==> src/rtl/ctrl_event_rec_11_pkg.sv <==
// Shared widths and state encoding for the control-signal event recorder.
// EXTENDED_SINGLE is the width of one double-precision control value.
package ctrl_event_rec_11_pkg;

    localparam int EXTENDED_SINGLE = 64;
    localparam int CTRL_N_EVT      = 11;
    localparam int CTRL_TIME_W     = 12;
    localparam int CTRL_IDX_W      = 4;

    typedef enum logic [1:0] {
        ST_ARM  = 2'd0,
        ST_REC  = 2'd1,
        ST_FULL = 2'd2
    } rec_state_t;

endpackage

==> src/rtl/ctrl_event_rec_11_evt_table.sv <==
// Event slot register file: one write port and one registered read port.
// Slot indices run 1..N_EVT; any other index, or an unfilled slot, reads as zero.
module ctrl_evt_table
    import ctrl_event_rec_11_pkg::*;
#(
    parameter int N_EVT  = CTRL_N_EVT,
    parameter int TIME_W = CTRL_TIME_W,
    parameter int VAL_W  = EXTENDED_SINGLE,
    parameter int IDX_W  = CTRL_IDX_W
) (
    input  logic              clk,
    input  logic              sta_n,
    input  logic              clr,
    input  logic              we,
    input  logic [IDX_W-1:0]  wr_idx,
    input  logic [TIME_W-1:0] wr_time,
    input  logic [VAL_W-1:0]  wr_value,
    input  logic              rd_req,
    input  logic [IDX_W-1:0]  rd_idx,
    input  logic [IDX_W-1:0]  rd_lim,
    output logic              rd_vld,
    output logic [TIME_W-1:0] rd_time,
    output logic [VAL_W-1:0]  rd_value
);

    logic [TIME_W-1:0] slot_time  [N_EVT];
    logic [VAL_W-1:0]  slot_value [N_EVT];

    logic [IDX_W-1:0] wr_slot;
    logic [IDX_W-1:0] rd_slot;
    logic             rd_ok;

    assign wr_slot = wr_idx - IDX_W'(1);
    assign rd_slot = rd_idx - IDX_W'(1);
    assign rd_ok   = (rd_idx != '0) && (rd_idx <= rd_lim) && (rd_idx <= IDX_W'(N_EVT));

    // NOTE: the slots are cleared on reset on purpose: a replay of a freshly
    // armed table must see zero times and values, not power-up garbage.
    // NOTE: non-blocking assignments make a same-edge read return the table
    // contents from before this edge's write.
    always_ff @(posedge clk) begin
        if (!sta_n) begin
            for (int i = 0; i < N_EVT; i++) begin
                slot_time[i]  <= '0;
                slot_value[i] <= '0;
            end
            rd_vld   <= 1'b0;
            rd_time  <= '0;
            rd_value <= '0;
        end else if (clr) begin
            // The last read result stays visible; only the request is dropped.
            for (int i = 0; i < N_EVT; i++) begin
                slot_time[i]  <= '0;
                slot_value[i] <= '0;
            end
            rd_vld <= 1'b0;
        end else begin
            if (we) begin
                slot_time[wr_slot]  <= wr_time;
                slot_value[wr_slot] <= wr_value;
            end
            rd_vld <= rd_req;
            if (rd_req) begin
                rd_time  <= rd_ok ? slot_time[rd_slot]  : '0;
                rd_value <= rd_ok ? slot_value[rd_slot] : '0;
            end
        end
    end

endmodule

==> src/rtl/ctrl_event_rec_11.sv <==
// Records up to N_EVT (time, value) switch events of one control signal,
// in the replay format of the ctrl_time family, plus its initial value.
module ctrl_event_rec_11
    import ctrl_event_rec_11_pkg::*;
#(
    parameter int N_EVT  = CTRL_N_EVT,
    parameter int TIME_W = CTRL_TIME_W,
    parameter int IDX_W  = CTRL_IDX_W
) (
    input  logic                       clk,
    input  logic                       sta_n,
    input  logic                       clr,
    input  logic                       run,
    input  logic [TIME_W-1:0]          counter,
    input  logic                       x_vld,
    input  logic [EXTENDED_SINGLE-1:0] x,
    input  logic                       rd_req,
    input  logic [IDX_W-1:0]           rd_idx,
    output logic                       rd_vld,
    output logic [TIME_W-1:0]          rd_time,
    output logic [EXTENDED_SINGLE-1:0] rd_value,
    output logic [EXTENDED_SINGLE-1:0] init_value,
    output logic [IDX_W-1:0]           evt_cnt,
    output logic                       full,
    output logic                       ovf
);

    rec_state_t                 state;
    logic [EXTENDED_SINGLE-1:0] prev;
    logic                       sample;
    logic                       changed;
    logic                       we;

    assign sample  = run && x_vld;
    assign changed = (x != prev);
    assign we      = sample && (state == ST_REC) && changed;
    assign full    = (state == ST_FULL);

    always_ff @(posedge clk) begin
        if (!sta_n || clr) begin
            state      <= ST_ARM;
            prev       <= '0;
            init_value <= '0;
            evt_cnt    <= '0;
            ovf        <= 1'b0;
        end else if (sample) begin
            case (state)
                ST_ARM: begin
                    init_value <= x;
                    prev       <= x;
                    state      <= ST_REC;
                end
                ST_REC: begin
                    if (changed) begin
                        evt_cnt <= evt_cnt + IDX_W'(1);
                        prev    <= x;
                        if (evt_cnt == IDX_W'(N_EVT - 1))
                            state <= ST_FULL;
                    end
                end
                ST_FULL: begin
                    if (changed)
                        ovf <= 1'b1;
                end
                default: state <= ST_ARM;
            endcase
        end
    end

    // Stored time is counter+1 so the replay block switches on counter == time-1.
    ctrl_evt_table #(
        .N_EVT  (N_EVT),
        .TIME_W (TIME_W),
        .VAL_W  (EXTENDED_SINGLE),
        .IDX_W  (IDX_W)
    ) u_table (
        .clk      (clk),
        .sta_n    (sta_n),
        .clr      (clr),
        .we       (we),
        .wr_idx   (evt_cnt + IDX_W'(1)),
        .wr_time  (counter + TIME_W'(1)),
        .wr_value (x),
        .rd_req   (rd_req),
        .rd_idx   (rd_idx),
        .rd_lim   (evt_cnt),
        .rd_vld   (rd_vld),
        .rd_time  (rd_time),
        .rd_value (rd_value)
    );

endmodule
==> config.mk <==
export PLATFORM = sky130hd
export DESIGN_NAME = ctrl_event_rec_11
export DESIGN_NICKNAME = d
export VERILOG_FILES = /design/src/rtl/ctrl_event_rec_11_pkg.sv /design/src/rtl/ctrl_event_rec_11_evt_table.sv /design/src/rtl/ctrl_event_rec_11.sv
export SDC_FILE = /design/constraint.sdc
export NUM_CORES = 2
export LEC_CHECK = 0
export ABC_CLOCK_PERIOD_IN_PS = 11090
export CAP_MARGIN = 20
export CORE_ASPECT_RATIO = 0.9
export CORE_UTILIZATION = 45
export CTS_CLUSTER_DIAMETER = 200
export DETAILED_ROUTE_END_ITERATION = 10
export GPL_TIMING_DRIVEN = 0
export PLACE_DENSITY = 0.71
export SLEW_MARGIN = 20
export SYNTH_ARGS = -nofsm -noshare
export SYNTH_HDL_FRONTEND = slang
export SYNTH_SLANG_ARGS = --single-unit
==> constraint.sdc <==
create_clock -name clk -period 11.09 [get_ports clk]
set_input_delay 2.218 -clock clk [delete_from_list [all_inputs] [get_ports clk]]
set_output_delay 2.218 -clock clk [all_outputs]
set_load 0.05 [all_outputs]
### Word level (Yosys, flattened, before mapping)

Memories as Yosys holds them, arrays and structs flattened.
Index checks and enable logic that the tools add are counted.

* logic and storage cells: 109
* memories: 2
* register bits after elaboration: 212
* bits of input ports: 86
* output and inout bits: 147
* RAM bits: 836

* $lt $le $gt $ge: 2
* muxes and demuxes: 43
* bitwise logic cells: 25
* equal/unequal tests: 6
* reduce and logical (&&, ||, !) cells: 19
* add/subtract/negate cells: 4

Memory list
* u_table.slot_value: depth 11, width 64, rd ports 1, clocked after Yosys merged registers in 0, wr ports 11, RTL line ctrl_event_rec_11_evt_table.sv:27 `logic [VAL_W-1:0] slot_value [N_EVT];`
* u_table.slot_time: depth 11, width 12, rd ports 1, clocked after Yosys merged registers in 0, wr ports 11, RTL line ctrl_event_rec_11_evt_table.sv:26 `logic [TIME_W-1:0] slot_time [N_EVT];`

Operators by type and width (count)
* two-way mux 64 bit: 14
* two-way mux 12 bit: 13
* case mux 64 bit (2 select lines): 1
* inequality test 64 bit: 1
* OR reduction 64 bit: 1
* OR 1 bit: 22
* adder 12 x 1 -> 12 bit, second input constant: 1
* OR reduction 12 bit: 1
* two-way mux 1 bit: 10
* AND reduction 3 bit: 3
* two-way mux 4 bit: 2
* subtractor 4 x 1 -> 4 bit, second input constant: 2
* case mux 2 bit (3 select lines): 1
* logical AND 1 bit: 5
* adder 4 x 1 -> 4 bit, second input constant: 1
* == test 4 bit, second input constant: 1
* less-or-equal comparator 4 bit: 1
* less-or-equal comparator 4 bit, second input constant: 1
* two-way mux 2 bit: 2
* AND reduction 2 bit: 2
* AND reduction 4 bit: 1
* nonzero test 4 bit: 1
* inverter 1 bit: 3
* == test 2 x 1 -> 1 bit, second input constant: 1
* other kinds (8): 8

### Depth between registers and ports, before layout

* depth in word-level cells: 9
* gate-level depth with buffers: 13
* depth with buffers taken out: 8

### By module

A second synthesis with hierarchy kept.

* cell total of the unflattened synthesis: 3975
* area, all modules: 61281.3 µm²

Modules (own cells, without submodules)
* ctrl_evt_table: area each 54803.8 µm², cells an instance 3174, sequential area each 38056.5 µm², instances 1
* ctrl_event_rec_11: area each 6477.5 µm², cells an instance 801, sequential area each 2702.6 µm², instances 1

### Worst setup path before layout

Ideal clock, no wire load.

* kind: input port to flip-flop
* start: input x[39]
* end: memory u_table.slot_time[11][0] (netlist name) (enable)
* required time: 10.393 ns
* setup time: 0.697 ns
* buffers on the path: 4
* data arrival time: 10.573 ns
* cell stages on the path: 9
* slack: -0.181 ns
* cell sequence: xnor2_1 -> nand4_1 -> nor4_1 -> and4_1 -> clkbuf_1 -> buf_2 -> buf_2 -> clkbuf_1 -> nor4_1

RTL lines
* from (decl): RTL line ctrl_event_rec_11.sv:16 `input logic [EXTENDED_SINGLE-1:0] x,`
* to (decl): RTL line ctrl_event_rec_11_evt_table.sv:26

### Worst setup path after layout

* start: input rd_idx[0]
* end: register u_table.rd_time[11]

* cells in the longest elaborated chain, start to end: 4
* elaborated cells on any way between the ends: 8
* those cells by class: add/sub (1); order compare (2); mux (1); reduce/logical (3); memory (1)

Ends and longest elaborated chain
* from (decl): RTL line ctrl_event_rec_11.sv:18 `input logic [IDX_W-1:0] rd_idx,`
* parallel branches: the longest is 3 deep, another holds memory read (11 x 12 bit)
* two-way mux 12 bit (*): RTL line ctrl_event_rec_11_evt_table.sv:64 `rd_time <= rd_ok ? slot_time[rd_slot] : '0;`
* to (signal assigned): RTL line ctrl_event_rec_11_evt_table.sv:64
* to (decl): RTL line ctrl_event_rec_11_evt_table.sv:22 `output logic [TIME_W-1:0] rd_time,`

Every way passes the cells marked *.
A chain may end at the register's enable or synchronous reset.

==> qor.csv <==
stage,metric,value,unit
timing,Final period util,63.9,%
finish,Finished Cell Area,73400,um2
global_routing,GRT Overall Usage,28.9,%
critical_path,crit path from,rd_idx[0],
critical_path,largest fanout on the critical path,10,
finish,share of cells above drive strength 1,15.1,%
synthesis,Seq cells post-synth,1428,
clocking,Max H-tree Level,4,
clocking,Clk Tree Root Cell,clkbuf_16,
critical_path,Startpoint Class,input pin,
drt,Final ANT Viol Nets,0,
hold_path,hold depth,2,
floorplan,die height,355,um
clocking,"Clk Latency, worst-skew pair",790,ps
drt,first-pass detailed-route iteration total,6,
power_and_ir_drop,Combinational Power Share,8.9,%
floorplan,area of the die,140000,um2
global_routing,GR Overflow Total,0,
floorplan,Die Wd,394,um
timing,max-slew violation count,0,
timing,final clock skew,46.9,ps
power_and_ir_drop,Flop pwr share,49.6,%
drt,wire per inst,29.6,um
hold_path,Hold Crit Start,u_table.rd_value[14],
critical_path,Worst R2R Path Depth,13,
synthesis,asr flop ratio synth,0,%
drt,Residual DRC,0,
floorplan,Initial Util,45.3,%
global_routing,vias in the first global route,43900,
synthesis,register area share after synthesis,65.6,%
timing,RSZ-0062 raised after global routing,false,
outcome,status,"finished, final reports clean",
global_routing,largest net degree at the start of global routing,31,
synthesis,synth warn,0,
critical_path,r2r setup slk,5900,ps
clocking,post_cts resized,0,
global_routing,first-pass GRT wire length,296000,um
power_and_ir_drop,power per cell area,165,nW/um2
drt,via count,44400,
synthesis,synth top area cells,"edfxtp_1 (59%), mux4_2 (11%), dfxtp_1 (6.8%)",
floorplan,IO Pins,233,
floorplan,Core Region,137000,um2
timing,final setup violation count,0,
power_and_ir_drop,worst vdd ir,142,uV
hold_path,Worst Hold Class,reg2reg,
critical_path,Setup crit end kind,flip-flop,
synthesis,"Primary FF master, synth",edfxtp_1,
synthesis,Avg Inst Size Synth,14.0,um2
drt,final wirelength,204000,um
synthesis,Synth Instances,4438,
power_and_ir_drop,internal power,9230,uW
timing,final hold vios,0,
clocking,Clock Path Buffers,3,
critical_path,WP data arrival,7720,ps
critical_path,CP Data Required Time,11720,ps
synthesis,"Net Count, Synth",4536,
synthesis,Commonest cells post-synth,"edfxtp_1 (1216), nor4_1 (526), clkbuf_1 (415)",
critical_path,worst flop-to-flop path startpoint,evt_cnt[0],
place,gp weighted congestion,0.963,
hold_path,Hold Path End,u_table.rd_value[14],
global_routing,initial antenna violation count,16,
place,PortBufs,231,
power_and_ir_drop,Design Power,12100,uW
clocking,cts hold-fix bufs,0,
synthesis,Yosys top cell area share,58.7,%
clocking,"Clk pin slew, worst setup/hold paths",60,ps
drt,vias per cell,6.46,
place,post-DP HPWL,145000,um
clocking,TritonCTS clock tree,built,
synthesis,Cell variety after synth,40,
synthesis,Netlist Area Pre-Place,62200,um2
synthesis,"EDFF count, synth",1216,
timing,f_max,141,MHz
clocking,Sink Count,1428,
timing,clock period minus worst slack,7080,ps
critical_path,critical path class,in2reg,
drt,First DRT Iteration DRCs,5884,
power_and_ir_drop,leak pwr,0.0249,uW
critical_path,reg2reg end,u_table.slot_value[11][51],
floorplan,FP Rows,129,
power_and_ir_drop,Psw,2900,uW
clocking,clock buffer count from CTS,146,
synthesis,leading area contributor after synthesis,edfxtp_1,
finish,area grow syn2layout,18.1,%
run,max cap viols,0,
power_and_ir_drop,clock power share,41.6,%
place,Area after DPL,68500,um2
power_and_ir_drop,Sw Ratio,23.9,%
synthesis,top-count cell post-synth,edfxtp_1,
clocking,postcts setup bufs,0,
timing,Slew @ Worst Pin,1390,ps
timing,Worst slew margin,6.54,%
finish,Final nets,5003,
[placed cells by master (no fill, tap or decap), drive strengths merged]
cell	count
a211oi	1
a21oi	146
a31oi	64
and3	5
and4	2
buf	208
bufinv	12
clkbuf	612
clkdlybuf4s50	231
clkinv	45
clkinvlp	10
dfxtp	212
diode	15
edfxtp	1216
ha	12
inv	94
mux2	1
mux2i	153
mux4	304
nand2	374
nand2b	2
nand3	72
nand4	225
nor2	85
nor2b	2
nor3	308
nor3b	2
nor4	526
o21a	3
o21ai	8
o31ai	6
o41ai	1
or2	2
or3b	1
or4	2
xnor2	70
xor2	9
[worst max path at each step]
stage                                            to  cells past startpoint  slack (ps)
after global routing           u_table.rd_value[63]                     13        4060
after CTS                      u_table.rd_value[53]                     14        4370
after detailed placement       u_table.rd_value[63]                     13        3580
after global placement    u_table.slot_value[6][15]                      8       -5310
final                           u_table.rd_time[11]                     13        4010
after floorplan             u_table.slot_time[0][0]                      7        1530
[cells by family (layout without fill, tap and decap cells)]
group,count (synthesis),in the layout,share of synthesized area [%]
AO/OA/AOI/OAI,229,229,2.02
flip-flops,1428,1428,65.6
AND/OR/NAND/NOR,1608,1608,13.6
multiplexers,458,458,13.5
adder cells (fa/ha/maj),12,12,0.242
buffers and inverters,624,1212,3.96
XOR/XNOR,79,79,1.13
other,0,15,0
[metal layers]
metal	track usage (%)	share of wire [%]	vias up
met4	14.0	4.9	18
met3	9.03	14	503
met2	43.0	44	3130
met1	38.5	37	22300
li1	-	-	18500
met5	0	0.068	-
[critical path, cell delays in order]
cell      delay, ps
buf_2           490
buf_2           700
buf_2           450
inv_1           210
ha_1            320
clkbuf_1        660
clkbuf_2        730
clkbuf_1        730
mux4_2          440
mux2i_1         160
nand2_1          80
nand4_1         370
a21oi_1         110
[metrics by stage]
step	hold slack, ps	util [%]	worst slack (ps)	setup TNS, ps	cells
floorplan	467	-	1530	0	4438
global placement	441	48.7	-5310	-3882850	6503
detailed placement	446	49.9	3580	0	6590
CTS	455	53.5	4370	0	6859
global route	471	53.5	4060	0	6860
finish	452	53.5	4010	0	6875
[registers in the layout (all words and copies together) (netlist names)]
name and count:
u_table.rd_time 12, u_table.slot_value 1024, ovf 1, u_table.rd_value 64, u_table.slot_time 192, u_table.rd_vld 1
evt_cnt 4, state 2, init_value 64, prev 64
[cell type report]
type / count / area [um2]
diodes: 15 / 37.5
plain buffers: 535 / 2160
clock buffers: 197 / 4110
clock inverters: 72 / 759
fillers: 11100 / 63800
inverters: 89 / 334
multi-input cells: 2386 / 19100
flip-flops and latches: 1428 / 40800
well taps: 1834 / 2290
repair buffers: 319 / 3790
[power by group through the flow]
stage               Sequential, uW  Combinational, uW  Clock (uW)
floorplan                     6170                556           0
CTS                           6010               1050        5040
global placement              6160                975           0
detailed placement            6120               1050           0
finish                        6010               1070        5040
global route                  6020               1110        5250
Power figures use the tool's default switching activity.
